[config.mk]
export PLATFORM = sky130hd
export DESIGN_NAME = hartslag_evaluatie
export DESIGN_NICKNAME = d
export VERILOG_FILES = /design/src/rtl/hartslag_pkg.sv /design/src/rtl/gemiddelde_buffer.sv /design/src/rtl/hartslag_evaluatie.sv
export SDC_FILE = /design/constraint.sdc
export NUM_CORES = 1
export LEC_CHECK = 0
export ABC_AREA = 1
export ABC_CLOCK_PERIOD_IN_PS = 4940
export CAP_MARGIN = 20
export CORE_MARGIN = 2
export CORE_UTILIZATION = 53
export DETAILED_ROUTE_END_ITERATION = 10
export PLACE_DENSITY = 0.71
export SLEW_MARGIN = 25
export SYNTH_ARGS = -nofsm -noshare
export SYNTH_HDL_FRONTEND = slang
export SYNTH_SLANG_ARGS = --single-unit
[constraint.sdc]
create_clock -name clk -period 4.94 [get_ports clk]
set_clock_uncertainty 0.1 [all_clocks]
set_input_delay 0.494 -clock clk [delete_from_list [all_inputs] [get_ports clk]]
set_output_delay 0.494 -clock clk [all_outputs]
set_load 0.01 [all_outputs]
[src/rtl/hartslag_pkg.sv]
// -----------------------------------------------------------------------------
// hartslag_pkg
// Shared definitions for the heart-rate evaluation block:
//   - toestand_t : heart-rate state encoding (LAAG / NORMAAL / HOOG)
//   - BUF_DIEPTE : depth of the moving-average window (4 entries)
//   - VUL_VOL    : fill-counter value that marks a full window
//   - som_naar_gem() : running sum -> truncated average over 4 entries
// -----------------------------------------------------------------------------
package hartslag_pkg;

    typedef enum logic [1:0] {
        TOESTAND_LAAG    = 2'b00,
        TOESTAND_NORMAAL = 2'b01,
        TOESTAND_HOOG    = 2'b10
    } toestand_t;

    localparam int          BUF_DIEPTE = 4;
    localparam logic [2:0]  VUL_VOL    = 3'd4;

    // Division by the window depth of 4 is a plain right shift by two.
    function automatic logic [7:0] som_naar_gem(input logic [9:0] som);
        return som[9:2];
    endfunction

endpackage

[src/rtl/gemiddelde_buffer.sv]
// -----------------------------------------------------------------------------
// gemiddelde_buffer
// Four-entry ring buffer of window beat counts with a running sum and a fill
// counter. Once four samples are held, every accepted sample produces a
// registered average and a one-cycle valid strobe.
//
// Ports:
//   clk         in   system clock, rising edge
//   reset       in   synchronous active-high reset
//   slagen_in   in   8-bit beat count of the window that just closed
//   slagen_vld  in   one-cycle strobe qualifying slagen_in
//   gemiddelde  out  8-bit registered moving average (0 until window full)
//   gem_vld     out  one-cycle strobe, gemiddelde just updated
// -----------------------------------------------------------------------------
module gemiddelde_buffer
    import hartslag_pkg::*;
(
    input  logic       clk,
    input  logic       reset,
    input  logic [7:0] slagen_in,
    input  logic       slagen_vld,
    output logic [7:0] gemiddelde,
    output logic       gem_vld
);

    logic [BUF_DIEPTE-1:0][7:0] buf_q, buf_d;
    logic [9:0]                 som_q, som_d;
    logic [1:0]                 wr_ptr_q, wr_ptr_d;
    logic [2:0]                 vul_q, vul_d;
    logic [7:0]                 gem_q, gem_d;
    logic                       gem_vld_q, gem_vld_d;

    // Next-state logic for buffer, running sum, pointer, fill count and outputs.
    always_comb begin
        buf_d     = buf_q;
        som_d     = som_q;
        wr_ptr_d  = wr_ptr_q;
        vul_d     = vul_q;
        gem_d     = gem_q;
        gem_vld_d = 1'b0;
        if (slagen_vld) begin
            buf_d[wr_ptr_q] = slagen_in;
            // The intermediate subtraction may wrap, but the final sum of
            // four 8-bit entries always fits in 10 bits.
            som_d    = som_q - {2'b00, buf_q[wr_ptr_q]} + {2'b00, slagen_in};
            wr_ptr_d = wr_ptr_q + 2'd1;
            if (vul_q != VUL_VOL) begin
                vul_d = vul_q + 3'd1;
            end else begin
                vul_d = vul_q;
            end
            if (vul_d == VUL_VOL) begin
                gem_d     = som_naar_gem(som_d);
                gem_vld_d = 1'b1;
            end else begin
                gem_d     = gem_q;
                gem_vld_d = 1'b0;
            end
        end else begin
            gem_vld_d = 1'b0;
        end
    end

    // State register; reset wins over a coincident strobe.
    always_ff @(posedge clk) begin
        if (reset) begin
            buf_q     <= '0;
            som_q     <= 10'd0;
            wr_ptr_q  <= 2'd0;
            vul_q     <= 3'd0;
            gem_q     <= 8'd0;
            gem_vld_q <= 1'b0;
        end else begin
            buf_q     <= buf_d;
            som_q     <= som_d;
            wr_ptr_q  <= wr_ptr_d;
            vul_q     <= vul_d;
            gem_q     <= gem_d;
            gem_vld_q <= gem_vld_d;
        end
    end

    assign gemiddelde = gem_q;
    assign gem_vld    = gem_vld_q;

endmodule

[src/rtl/hartslag_evaluatie.sv]
// -----------------------------------------------------------------------------
// hartslag_evaluatie
// Heart-rate evaluation: moving average over the last four measurement
// windows, LAAG/NORMAAL/HOOG classification with hysteresis on leaving an
// abnormal state, and an alarm after ALARM_N consecutive abnormal evaluations.
//
// Parameters:
//   LAAG_GRENS  lower beats-per-window threshold
//   HOOG_GRENS  upper beats-per-window threshold
//   HYST        hysteresis margin when leaving LAAG or HOOG
//   ALARM_N     consecutive non-NORMAAL evaluations before alarm
//
// Ports:
//   clk         in   system clock, rising edge
//   reset       in   synchronous active-high reset
//   slagen_in   in   8-bit beat count of the window that just closed
//   slagen_vld  in   one-cycle strobe qualifying slagen_in
//   gemiddelde  out  8-bit moving average of the last 4 windows
//   gem_vld     out  one-cycle strobe, gemiddelde updated
//   toestand    out  00 LAAG, 01 NORMAAL, 10 HOOG
//   alarm       out  level, sustained abnormal rate
// -----------------------------------------------------------------------------
module hartslag_evaluatie
    import hartslag_pkg::*;
#(
    parameter int LAAG_GRENS = 25,
    parameter int HOOG_GRENS = 45,
    parameter int HYST       = 2,
    parameter int ALARM_N    = 3
) (
    input  logic       clk,
    input  logic       reset,
    input  logic [7:0] slagen_in,
    input  logic       slagen_vld,
    output logic [7:0] gemiddelde,
    output logic       gem_vld,
    output logic [1:0] toestand,
    output logic       alarm
);

    if (!((LAAG_GRENS + HYST) < (HOOG_GRENS - HYST)) || (ALARM_N < 1)) begin : g_param_check
        $error("hartslag_evaluatie: need LAAG_GRENS+HYST < HOOG_GRENS-HYST and ALARM_N >= 1");
    end

    localparam int         CNT_W      = $clog2(ALARM_N + 1);
    localparam logic [9:0] LAAG_L     = 10'(LAAG_GRENS);
    localparam logic [9:0] HOOG_L     = 10'(HOOG_GRENS);
    localparam logic [9:0] LAAG_UIT_L = 10'(LAAG_GRENS + HYST);
    localparam logic [9:0] HOOG_UIT_L = 10'(HOOG_GRENS - HYST);
    localparam logic [CNT_W-1:0] ALARM_MAX = CNT_W'(ALARM_N);

    logic [7:0]       gem_s;
    logic             gem_vld_s;
    logic [9:0]       gem_ext_s;

    toestand_t        toestand_q, toestand_d;
    logic [CNT_W-1:0] alarm_cnt_q, alarm_cnt_d;
    logic             alarm_q, alarm_d;

    gemiddelde_buffer u_buffer (
        .clk        (clk),
        .reset      (reset),
        .slagen_in  (slagen_in),
        .slagen_vld (slagen_vld),
        .gemiddelde (gem_s),
        .gem_vld    (gem_vld_s)
    );

    assign gem_ext_s = {2'b00, gem_s};

    // State / alarm next-state logic, evaluated only while a fresh average is valid.
    always_comb begin
        toestand_d  = toestand_q;
        alarm_cnt_d = alarm_cnt_q;
        alarm_d     = alarm_q;
        if (gem_vld_s) begin
            case (toestand_q)
                TOESTAND_NORMAAL: begin
                    if (gem_ext_s > HOOG_L) begin
                        toestand_d = TOESTAND_HOOG;
                    end else if (gem_ext_s < LAAG_L) begin
                        toestand_d = TOESTAND_LAAG;
                    end else begin
                        toestand_d = TOESTAND_NORMAAL;
                    end
                end
                TOESTAND_HOOG: begin
                    if (gem_ext_s < LAAG_L) begin
                        toestand_d = TOESTAND_LAAG;
                    end else if (gem_ext_s < HOOG_UIT_L) begin
                        toestand_d = TOESTAND_NORMAAL;
                    end else begin
                        toestand_d = TOESTAND_HOOG;
                    end
                end
                TOESTAND_LAAG: begin
                    if (gem_ext_s > HOOG_L) begin
                        toestand_d = TOESTAND_HOOG;
                    end else if (gem_ext_s > LAAG_UIT_L) begin
                        toestand_d = TOESTAND_NORMAAL;
                    end else begin
                        toestand_d = TOESTAND_LAAG;
                    end
                end
                default: begin
                    toestand_d = TOESTAND_NORMAAL;
                end
            endcase
            // Any abnormal outcome (including a direct LAAG<->HOOG jump) keeps counting.
            if (toestand_d == TOESTAND_NORMAAL) begin
                alarm_cnt_d = '0;
            end else if (alarm_cnt_q != ALARM_MAX) begin
                alarm_cnt_d = alarm_cnt_q + CNT_W'(1);
            end else begin
                alarm_cnt_d = alarm_cnt_q;
            end
            alarm_d = (alarm_cnt_d == ALARM_MAX);
        end else begin
            alarm_d = alarm_q;
        end
    end

    // State, alarm counter and alarm registers.
    always_ff @(posedge clk) begin
        if (reset) begin
            toestand_q  <= TOESTAND_NORMAAL;
            alarm_cnt_q <= '0;
            alarm_q     <= 1'b0;
        end else begin
            toestand_q  <= toestand_d;
            alarm_cnt_q <= alarm_cnt_d;
            alarm_q     <= alarm_d;
        end
    end

    assign gemiddelde = gem_s;
    assign gem_vld    = gem_vld_s;
    assign toestand   = toestand_q;
    assign alarm      = alarm_q;

endmodule

==> results.yml <==
grt:
  grt_pass1_wl_um: 12280
  antenna_found_initial: 0
  first_global_vias: 2778
  grt_overflow: 0
  grt_use_total_pct: 23.68
  grt_max_degree: 42
logic_synthesis:
  yosys_warnings: 0
  ys_ff_latch: 61
  seq_area_frac_synth_pct: 37.12
  synth_edf_count: 0
  syn-mean-instance-area_um2: 7.214
  synth_cells: 456
  async_flop_share_pct: 0
  synth_top_area_share_pct: 37.12
  synth_cell_type_count: 27
  synth_nets: 491
  synth_area_leaders: "dfxtp_1 37%, o21ai_0 10%, inv_1 8.9%"
  yosysTopAreaCell: "dfxtp_1"
  ys_dominant_reg_cell: "dfxtp_1"
  syn_area_mm2: 0.003289
cells_and_area:
  layout.nets: 509
  final_common_cell: "inv_1"
  antennaDiodeCount: 0
  design_area_mm2: 0.003749
  final_cell_mix: "77 x inv_1, 68 x o21ai_0, 61 x dfxtp_1"
  drive_gt1_share_pct: 4.802
  area_growth_pct: 13.96
  n_fill_cell: 578
power:
  p_int_w: 0.001003
  leakage_nw: 1.766
  p_clk_share_pct: 29.1
  irDropWorstVdd_mv: 0.2354
  power_density_mw_per_mm2: 423.5
  pwr-share-comb_pct: 35.8
  p_seq_share_pct: 35.1
  p_sw_share_pct: 36.84
  switchingPower_w: 0.0005849
worst_setup_path:
  crit_fanout: 20
  cp-start-kind: "flop"
  cp-end-kind: "flop"
  worstPathRequired_ns: 5.08
  worstSetupPathType: "reg2reg"
  cp.arrival_ns: 3.90
place:
  routabilityCongestion: 0.8695
  io_buffer_count: 22
  place_hpwl_um: 5092
  postPlaceCellArea_mm2: 0.003538
clock_tree:
  numCtsBuffers: 9
  cts_hold_buf: 0
  cts_tree: "built"
  cts.sinks: 61
  cts-htree-levels: 3
  cts_buffer_depth: 2
  cts_setup_buffers: 0
  root_buffer: "clkbuf_8"
  clock_latency_ns: 0.34
  clk_pin_slew_ns: 0.07
  cts_resized: 0
sta:
  period_minus_slack_ns: 3.755
  slew_viol_final: 0
  max_slew.worst_pin.slew_ns: 0.9566
  setup_violations: 0
  period_share_pct: 76.02
  rsz0062_at_grt: "no"
  relSlewSlack_pct: 35.83
  finalHoldViolations: 0
  fin_tns_setup_ns: 0
  max_freq_ghz: 0.2663
drt:
  wl_per_cell_um: 12.79
  vias: 2893
  drcViolationCount: 0
  ant_nets: 0
  vias_per_cell: 5.222
  dr.pass1.iters: 4
  drt-total-wl_um: 7087
  drtIter0Drc: 184
floorplan:
  die_h_um: 82.78
  start_util_pct: 55.23
  dieArea_mm2: 0.006853
  pin_count: 23
  fp.dieW_um: 82.78
  core_mm2: 0.005956
  fp-row-count: 28
status:
  outcome: "finished clean"
run:
  max_cap_violations: 0
min_path:
  min-delay-path-class: "reg2reg"
[synthesized netlist by cell type, types with 4 or more instances]
| cell | instances |
|---|---|
| o22ai_1 | 8 |
| nor2_1 | 51 |
| nand3_1 | 19 |
| dfxtp_1 | 61 |
| a21oi_1 | 53 |
| inv_1 | 78 |
| clkbuf_1 | 13 |
| nand2_1 | 51 |
| nand4_1 | 6 |
| o21ai_0 | 68 |
| ha_1 | 16 |
| xor2_1 | 5 |
| nand3b_1 | 4 |
| fa_1 | 8 |
[cells by family (layout without fill, tap and decap cells)]
| logic type | Yosys count | count (layout) | share of synthesized area, % |
|---|---|---|---|
| xor gates and xnor gates | 6 | 6 | 1.598 |
| DFF | 61 | 61 | 37.12 |
| adders and majority gates | 24 | 24 | 10.95 |
| AOI/OAI and AO/OA | 134 | 134 | 21.23 |
| and+or+nand+nor | 134 | 134 | 17.61 |
| buffers and inverters | 97 | 120 | 11.49 |
[worst max-delay path: stages, from the launching register on]
cell	delay, ns
dfxtp_1	0.68
clkinv_1	0.59
o21ai_0	0.35
o22ai_1	0.13
fa_1	0.50
inv_1	0.04
ha_1	0.34
nand2_1	0.08
nand2_1	0.07
o21ai_0	0.35
nand3_1	0.14
nand2_1	0.10
nand3_1	0.07
nand2_1	0.08
inv_1	0.04
[flip-flops by register name (all words and copies together), names as in the netlist]
name	flops
alarm_cnt_q	2
u_buffer.wr_ptr_q	2
u_buffer.gem_vld	1
u_buffer.buf_q	32
u_buffer.som_q	10
toestand	2
u_buffer.vul_q	3
alarm	1
u_buffer.gemiddelde	8
[through the flow]
stage	worst slack, ns	instances	total power [W]	hold slack (ns)	utilization, %
3_5_place_dp	1.288	538	0.001129	0.3616	59.41
4_1_cts	1.191	554	0.001600	0.3718	62.94
5_1_grt	0.7591	554	0.001730	0.3914	62.94
3_3_place_gp	1.467	538	0.001118	0.3564	59.41
6_report	1.185	554	0.001588	0.3694	62.94
2_1_floorplan	2.124	456	0.001013	0.3395	-
[layer usage]
metal  vias to the layer above  global-route usage [%]  wire length (um)
li1                       1516                       -                 -
met1                      1307                   30.21              3349
met2                        63                   38.23              3291
met3                         7                   6.061               350
met4                         0                   9.672                95
met5                         -                       0                 0
[final cells by class]
class	count	area, um^2	area share (%)
inverters	82	312.8	8.344
well taps	75	93.84	2.503
flip-flops and latches	61	1221	32.58
repair buffers	22	220.2	5.874
clock buffers	11	151.4	4.039
multi-input cells	298	1690	45.09
clock inverters	5	58.81	1.569
[power by group through the flow]
stage | registers [W] | clock network [W] | logic (W)
floorplan | 0.000561 | 0 | 0.000452
global placement | 0.000566 | 0 | 0.000551
detailed placement | 0.000567 | 0 | 0.000561
CTS | 0.000556 | 0.000476 | 0.000567
global route | 0.000561 | 0.000498 | 0.000670
finish | 0.000557 | 0.000462 | 0.000569
[path summary, 6_finish.rpt]
check                                                        from                              to  slack [ns]  depth (start not counted)
worst max-delay path            u_buffer.wr_ptr_q[0]$_SDFFE_PP0P_  u_buffer.som_q[9]$_SDFFE_PP0P_        1.18                         14
worst min-delay path                           alarm$_SDFFE_PP0P_              alarm$_SDFFE_PP0P_        0.37                          2
worst max register to register  u_buffer.wr_ptr_q[0]$_SDFFE_PP0P_  u_buffer.som_q[9]$_SDFFE_PP0P_        1.18                         14
worst min register to register                 alarm$_SDFFE_PP0P_              alarm$_SDFFE_PP0P_        0.37                          2
Power figures use the tool's default switching activity.
